==> src/rtl/formula_vector_enumerator.sv <==
// Enumerates input vectors lo..hi and sends them to a formula evaluator over valid/ready.
// Counts results with o_1=0 and captures the first violating vector.
//
// state   | meaning
// IDLE    | no run active, waiting for start
// ISSUE   | vec_valid high, waiting for vec_ready
// WAIT    | one vector outstanding, waiting for res_valid
// DONE    | run finished or range error, done held high
module formula_vector_enumerator #(
    parameter int N_IN  = 25,
    parameter int CNT_W = 32
) (
    input  logic             clk,
    input  logic             rst_n,
    input  logic             start,
    input  logic             abort,
    input  logic [N_IN-1:0]  lo,
    input  logic [N_IN-1:0]  hi,
    input  logic             stop_on_fail,
    output logic             vec_valid,
    input  logic             vec_ready,
    output logic [N_IN-1:0]  vec_data,
    input  logic             res_valid,
    input  logic             res_bit,
    output logic             busy,
    output logic             done,
    output logic             range_err,
    output logic [CNT_W-1:0] fail_cnt,
    output logic             cex_valid,
    output logic [N_IN-1:0]  cex_vec
);

    typedef enum logic [1:0] {
        S_IDLE  = 2'd0,
        S_ISSUE = 2'd1,
        S_WAIT  = 2'd2,
        S_DONE  = 2'd3
    } state_t;

    state_t           r_state;
    logic [N_IN-1:0]  r_cur;
    logic [N_IN-1:0]  r_hi;
    logic             r_stop;
    logic             r_vec_valid;
    logic             r_busy;
    logic             r_done;
    logic             r_range_err;
    logic [CNT_W-1:0] r_fail_cnt;
    logic             r_cex_valid;
    logic [N_IN-1:0]  r_cex_vec;

    logic             w_fail;
    logic             w_last;
    logic             w_cnt_max;

    assign w_fail    = ~res_bit;
    // Compare against hi before incrementing so hi = all-ones never wraps cur to 0.
    assign w_last    = (r_cur == r_hi) || (r_stop && w_fail);
    assign w_cnt_max = &r_fail_cnt;

    always_ff @(posedge clk or negedge rst_n) begin
        if (!rst_n) begin
            r_state     <= S_IDLE;
            r_cur       <= '0;
            r_hi        <= '0;
            r_stop      <= 1'b0;
            r_vec_valid <= 1'b0;
            r_busy      <= 1'b0;
            r_done      <= 1'b0;
            r_range_err <= 1'b0;
            r_fail_cnt  <= '0;
            r_cex_valid <= 1'b0;
            r_cex_vec   <= '0;
        end else if (abort) begin
            // Result bookkeeping is kept so the harness can still read it after an abort.
            r_state     <= S_IDLE;
            r_vec_valid <= 1'b0;
            r_busy      <= 1'b0;
            r_done      <= 1'b0;
        end else begin
            case (r_state)
                S_IDLE, S_DONE: begin
                    if (start) begin
                        r_hi   <= hi;
                        r_stop <= stop_on_fail;
                        if (lo > hi) begin
                            r_state     <= S_DONE;
                            r_range_err <= 1'b1;
                            r_fail_cnt  <= '0;
                            r_done      <= 1'b1;
                        end else begin
                            r_state     <= S_ISSUE;
                            r_cur       <= lo;
                            r_fail_cnt  <= '0;
                            r_cex_valid <= 1'b0;
                            r_range_err <= 1'b0;
                            r_done      <= 1'b0;
                            r_vec_valid <= 1'b1;
                            r_busy      <= 1'b1;
                        end
                    end
                end
                S_ISSUE: begin
                    if (vec_ready) begin
                        r_state     <= S_WAIT;
                        r_vec_valid <= 1'b0;
                    end
                end
                S_WAIT: begin
                    if (res_valid) begin
                        if (w_fail) begin
                            if (!w_cnt_max) begin
                                r_fail_cnt <= r_fail_cnt + {{(CNT_W-1){1'b0}}, 1'b1};
                            end
                            if (!r_cex_valid) begin
                                r_cex_vec   <= r_cur;
                                r_cex_valid <= 1'b1;
                            end
                        end
                        if (w_last) begin
                            r_state <= S_DONE;
                            r_done  <= 1'b1;
                            r_busy  <= 1'b0;
                        end else begin
                            r_state     <= S_ISSUE;
                            r_cur       <= r_cur + {{(N_IN-1){1'b0}}, 1'b1};
                            r_vec_valid <= 1'b1;
                        end
                    end
                end
                default: begin
                    r_state <= S_IDLE;
                end
            endcase
        end
    end

    assign vec_valid = r_vec_valid;
    assign vec_data  = r_cur;
    assign busy      = r_busy;
    assign done      = r_done;
    assign range_err = r_range_err;
    assign fail_cnt  = r_fail_cnt;
    assign cex_valid = r_cex_valid;
    assign cex_vec   = r_cex_vec;

endmodule

==> config.mk <==
export PLATFORM = sky130hd
export DESIGN_NAME = formula_vector_enumerator
export DESIGN_NICKNAME = d
export VERILOG_FILES = /design/src/rtl/formula_vector_enumerator.sv
export SDC_FILE = /design/constraint.sdc
export NUM_CORES = 1
export LEC_CHECK = 0
export ABC_AREA = 1
export BUFFER_PORTS_ARGS = -buffer_cell sky130_fd_sc_hd__buf_2
export CAP_MARGIN = 20
export CORE_UTILIZATION = 25
export DETAILED_ROUTE_END_ITERATION = 8
export PLACE_DENSITY_LB_ADDON = 0.12
export RECOVER_POWER = 25
export SLEW_MARGIN = 20
export SYNTH_ARGS = -nofsm -noshare
export SYNTH_HDL_FRONTEND = slang
export SYNTH_SLANG_ARGS = --single-unit
export TNS_END_PERCENT = 1
==> constraint.sdc <==
create_clock -name clk -period 2.05 [get_ports clk]
set_input_delay 0.41 -clock clk [delete_from_list [all_inputs] [get_ports clk]]
set_output_delay 0.41 -clock clk [all_outputs]
set_load 0.02 [all_outputs]
## After elaboration in Yosys (flattened, before gate mapping)

Cells that the tools add are included.
W data, S select, Z words.

- Register bits after elaboration: 115
- Output and inout port bits: 87
- Logic and storage cells: 88

- Add/sub/neg operators: 2
- Magnitude comparators: 1
- Eq/ne operators: 16
- Muxes and demuxes: 39
- Bitwise gates (word level): 3
- Reductions and logical operators: 16

Operators with widths:

| operator | number |
|---|---|
| $mux W32 | 4 |
| $mux W25 | 4 |
| $pmux W32 S2 | 1 |
| $pmux W25 S2 | 1 |
| $add A32 B1 Y32 const B | 1 |
| $reduce_and A32 Y1 | 1 |
| $add A25 B1 Y25 const B | 1 |
| $eq A25 B25 Y1 | 1 |
| $gt A25 B25 Y1 | 1 |
| $mux W1 | 18 |
| $ne A3 B3 Y1 const B | 6 |
| $reduce_and A6 Y1 | 3 |
| $reduce_and A5 Y1 | 3 |
| $mux W2 | 6 |
| $ne A2 B2 Y1 const B | 6 |
| $pmux W1 S2 | 3 |
| $pmux W2 S3 | 1 |
| $reduce_and A3 Y1 | 2 |
| $eq A2 B2 Y1 const B | 2 |
| $reduce_and A4 Y1 | 1 |
| $not A1 Y1 | 3 |
| $pmux W1 S3 | 1 |
| $reduce_bool A3 Y1 | 1 |
| $eq A2 B1 Y1 const B | 1 |
| other kinds (5) | 5 |

## Longest topological paths before layout

- Depth in word-level cells: 7
- Depth in mapped cells: 16
- Depth with buffers taken out: 15

## Worst setup path before layout

No wires, ideal clock.

- Path kind: reg2reg
- Start: reg r_fail_cnt[1] (netlist: fail_cnt[1])
- End: reg r_fail_cnt[26] (netlist: fail_cnt[26])
- Data arrival time: 1.797 ns
- Slack: 0.135 ns
- Cell stages (with the launch flop): 12
- Clock period less this slack: 1.915 ns
- Cells stage by stage: dfrtp_1 -> ha_1 -> nand2_2 -> nor3_4 -> nand4_1 -> nor2_1 -> nand4_2 -> nand3_4 -> inv_4 -> buf_6 -> nand2_1 -> o21ai_2

- Word-level cells in the longest chain between the ends: 5

Ends and longest elaborated chain:

| what | line | RTL |
|---|---|---|
| from (decl) | 48 | `logic [CNT_W-1:0] r_fail_cnt;` |
| from (signal assigned) | 113 | `r_fail_cnt <= r_fail_cnt + {{(CNT_W-1){1'b0}}, 1'b1};` |
| $add A32 B1 Y32 | 113 |  |
| $mux W32 | 112 | `if (!w_cnt_max) begin` |
| $mux W32 | 111 | `if (w_fail) begin` |
| $mux W32 | 110 | `if (res_valid) begin` |
| $pmux W32 S2 | 81 | `case (r_state)` |

Parallel ways exist; a longest one is shown, timed or not. The select of a mux whose other input is x is not followed.
A chain may end at the register's enable or synchronous reset.

## Final worst setup path

- Start: reg r_cur[4] (netlist: vec_data[4])
- End: reg r_cur[14] (netlist: vec_data[14])

- Word-level cells in the longest chain between the ends: 4

Ends and longest elaborated chain:

| what | line | RTL |
|---|---|---|
| from (decl) | 41 | `logic [N_IN-1:0] r_cur;` |
| from (signal assigned) | 93 | `r_cur <= lo;` |
| from (signal assigned) | 126 | `r_cur <= r_cur + {{(N_IN-1){1'b0}}, 1'b1};` |
| $add A25 B1 Y25 / $eq A25 B25 Y1 (equally long branches) | 126, 58 |  |
| $mux W25 / $logic_or A1 B1 Y1 (equally long branches) | 120, 58 |  |
| $mux W25 / $ne A2 B2 Y1 (equally long branches) | -- |  |
| $pmux W25 S2 / $reduce_and A6 Y1 (equally long branches) | -- |  |

Parallel ways exist; a longest one is shown, timed or not. The select of a mux whose other input is x is not followed.

==> flow_summary_export.csv <==
group,metric,value,unit
yosys,yosysWarnings,0,
route,dr.pass1.iters,4,
yosys,synth_cell_types,37,
yosys,synth.most_common_cell,"nand2_1",
yosys,syn_inst,1026,
critical_path,r2r_cells,12,
critical_path,startpoint,"vec_data[4]$_DFFE_PN0P_",
yosys,avgSynthCellArea,7.18,um2
global_routing,grt_pass1_vias,7157,
yosys,yosys-top-cells-area,"dfrtp_1, nand2_1, inv_1, nor2_1, ha_1",
cts,root_buffer,"clkbuf_16",
critical_path,crit_top_cell,"nand2_1",
cts,cts_tree,"done",
critical_path,end_kind,"register",
flow_run,max_cap_viol_count,0,
floorplanning,die-height,174,um
critical_path,crit_buf_inv,1,
sta,fmax,519,MHz
critical_path,critPathSlowestCell,"dfrtp_1",
sta,timing_hold_violations_final,0,
hold_path,hold_class,"in -> reg",
critical_path,worstReg2RegStart,"vec_data[4]$_DFFE_PN0P_",
route,remaining_drc_errors,0,
route,drt_iter0_drc,330,
cts,clock_sinks,115,
power,p_total,11.9,mW
floorplanning,fp-row-count,62,
critical_path,worstPathCellList,"xnor2_2 -> nand2_1 -> nor2_2 -> nand2_1 -> nor2_2 -> nand2_1 -> nand2_1 -> nand2_2 -> nand3_4 -> clkbuf_16 -> nand2_1 -> o21ai_1",
route,routed_wl,26200,um
sta,slew_headroom,15.0,%
sta,worst_pin_slew,1.28,ns
place,io_buffers,144,
global_routing,antenna_found_initial,0,
cts,clk_latency,0.42,ns
route,avgViaCountPerCell,4.31,
yosys,async_flop_share,100,%
critical_path,path_class,"reg -> reg",
run_status,status,"complete, no violations",
final_layout,final_util,34.6,%
yosys,synth_top_area_share,39.1,%
global_routing,grt_max_degree,70,
cts,numCtsBuffers,17,
cts,cts_htree_levels,4,
critical_path,r2r_end,"vec_data[14]$_DFFE_PN0P_",
global_routing,grt-ovfl-total,0,
yosys,synth_largest_area_cell,"dfrtp_1",
place,dpl.hpwl,20400,um
cts,clk_pin_slew_worst_paths,0.06,ns
yosys,syn_area,7370,um2
critical_path,path_max_fanout,11,
global_routing,grt_pass1_wl,41200,um
critical_path,worstPathArrival,2.28,ns
critical_path,endpoint,"vec_data[14]$_DFFE_PN0P_",
critical_path,path_depth,12,
sta,rsz0062_at_grt,"yes",
route,ant_nets,0,
place,dp.cells,1635,
power,peakVddDrop,0.000569,V
cts,cts_buffer_depth,2,
critical_path,crit_path_max_incr_delay,0.41,ns
final_layout,syn_to_final_growth,35.4,%
critical_path,rrSetupSlack,0.12,ns
critical_path,cp_data_required_time,2.40,ns
yosys,synth_common_cells,"nand2_1, dfrtp_1, inv_1, nor2_1, o21ai_0",
sta,slew_violations,0,
power,leakage,5.11,nW
yosys,ys_ff_latch,115,
yosys,seq_area_frac_synth,39.1,%
sta,finClkSkew,0.0130,ns
final_layout,stdcell_count,1670,
sta,period_share,93.9,%
yosys,synthesis.nets,1113,
global_routing,grt_usage,18.0,%
final_layout,layout-drive-gt1-share,26.9,%
yosys,synth_edf_count,0,
yosys,yosys_most_used_dff,"dfrtp_1",
floorplanning,ios,145,
floorplanning,dieArea,30200,um2
place,gp_congestion,0.838,
route,via_count,7195,
power,powerDensity,1190,nW/um2
sta,min_period,1.93,ns
floorplanning,coreArea,28900,um2
final_layout,fin_nets,1361,
critical_path,cp-start-kind,"register",
final_layout,n_antenna_cell,0,
critical_path,crit_family,"simple AND/OR/NAND/NOR gates",
floorplanning,chipWidth,174,um
route,wl_per_cell,15.7,um
floorplanning,initial_core_util,25.5,%
sta,finalSetupViolations,0,
==> per-layer routing <==
| metal | global-route usage [%] | wire length [um] | vias to the layer above |
|---|---|---|---|
| li1 | - | - | 3731 |
| met1 | 23.5 | 12100 | 3301 |
| met2 | 31.0 | 12900 | 146 |
| met3 | 2.54 | 904 | 17 |
| met4 | 4.57 | 257 | 0 |
| met5 | 0 | 0 | - |
==> placed cells by master (no fill, tap or decap), types with 6 or more instances in the layout <==
| master | count |
|---|---|
| buf_2 | 143 |
| dfrtp_1 | 113 |
| o21ai_0 | 68 |
| clkbuf_16 | 18 |
| nor2_2 | 8 |
| buf_4 | 107 |
| inv_1 | 114 |
| buf_12 | 6 |
| nor3_1 | 26 |
| nand2_1 | 358 |
| xnor2_1 | 10 |
| inv_2 | 7 |
| nand3_1 | 32 |
| o21ai_2 | 21 |
| xor2_1 | 41 |
| nor2_1 | 96 |
| nand4_1 | 11 |
| a21oi_1 | 12 |
| ha_1 | 29 |
| a21boi_0 | 7 |
| o21ai_1 | 10 |
==> registers in the layout, indices dropped and copies added, names as in the netlist <==
name,flops
r_stop,1
r_state,2
cex_valid,1
vec_valid,1
busy,1
vec_data,25
cex_vec,25
fail_cnt,32
range_err,1
r_hi,25
done,1
==> where the power goes <==
part / switching [mW] / internal [mW] / total, mW
registers: 0.579 / 2.99 / 3.57
clock network: 1.22 / 1.79 / 3.01
logic: 3.33 / 1.98 / 5.31
==> cell families (layout without fill, tap and decap cells) <==
kind of cell             count (synthesis)  count (layout)  share of synthesized area (%)
XOR/XNOR                                52              52                           6.18
AND/OR/NAND/NOR                        550             550                           30.7
multiplexers                             1               1                          0.153
adder cells (fa/ha/maj)                 29              29                           4.92
buffers and inverters                  154             414                           8.91
AO/OA/AOI/OAI                          125             125                           10.1
flip-flops                             115             115                           39.1
==> area by class of cell <==
cell class	instances	area, um2
clock buffer	17	425
tap	384	480
sequential	115	2880
fill	3227	18900
inverter	123	472
timing repair buffer	260	1690
clock inverter	14	156
multi-input combinational	757	3880
==> timing repair <==
| action | CTS | global route |
|---|---|---|
| gates resized for setup | 2 | 12 |
| pin swaps | 1 | 2 |
| hold endpoints to repair | 28 | 0 |
| setup buffers | 0 | 2 |
| cloned | 0 | 1 |
| setup endpoints to repair | 26 | 55 |
| hold buffers | 1 | 0 |
==> through the flow <==
| step | hold WS (ns) | setup slack [ns] | instance area, um2 | TNS (ns) |
|---|---|---|---|---|
| 5_1_grt | 0.211 | 0.00670 | 9980 | 0 |
| 3_3_place_gp | 0.438 | -0.199 | 9330 | -5.32 |
| 2_1_floorplan | 0.114 | 0.135 | 7370 | 0 |
| 4_1_cts | 0.204 | 0.0196 | 9930 | 0 |
| 6_report | 0.223 | 0.124 | 9980 | 0 |
| 3_5_place_dp | 0.432 | -0.257 | 9330 | -7.11 |
==> how the worst min path moves through the flow <==
stage	from	to	slack [ns]	depth (start not counted)
after floorplan	rst_n	busy$_DFFE_PN0P_	0.11	0
after CTS	stop_on_fail	r_stop$_DFFE_PN0P_	0.20	2
after detailed placement	rst_n	cex_vec[15]$_DFFE_PN0P_	0.43	2
after global placement	rst_n	cex_vec[15]$_DFFE_PN0P_	0.44	2
after global routing	stop_on_fail	r_stop$_DFFE_PN0P_	0.21	2
final	stop_on_fail	r_stop$_DFFE_PN0P_	0.22	2
No activity file was read; power rests on OpenSTA's default activity.
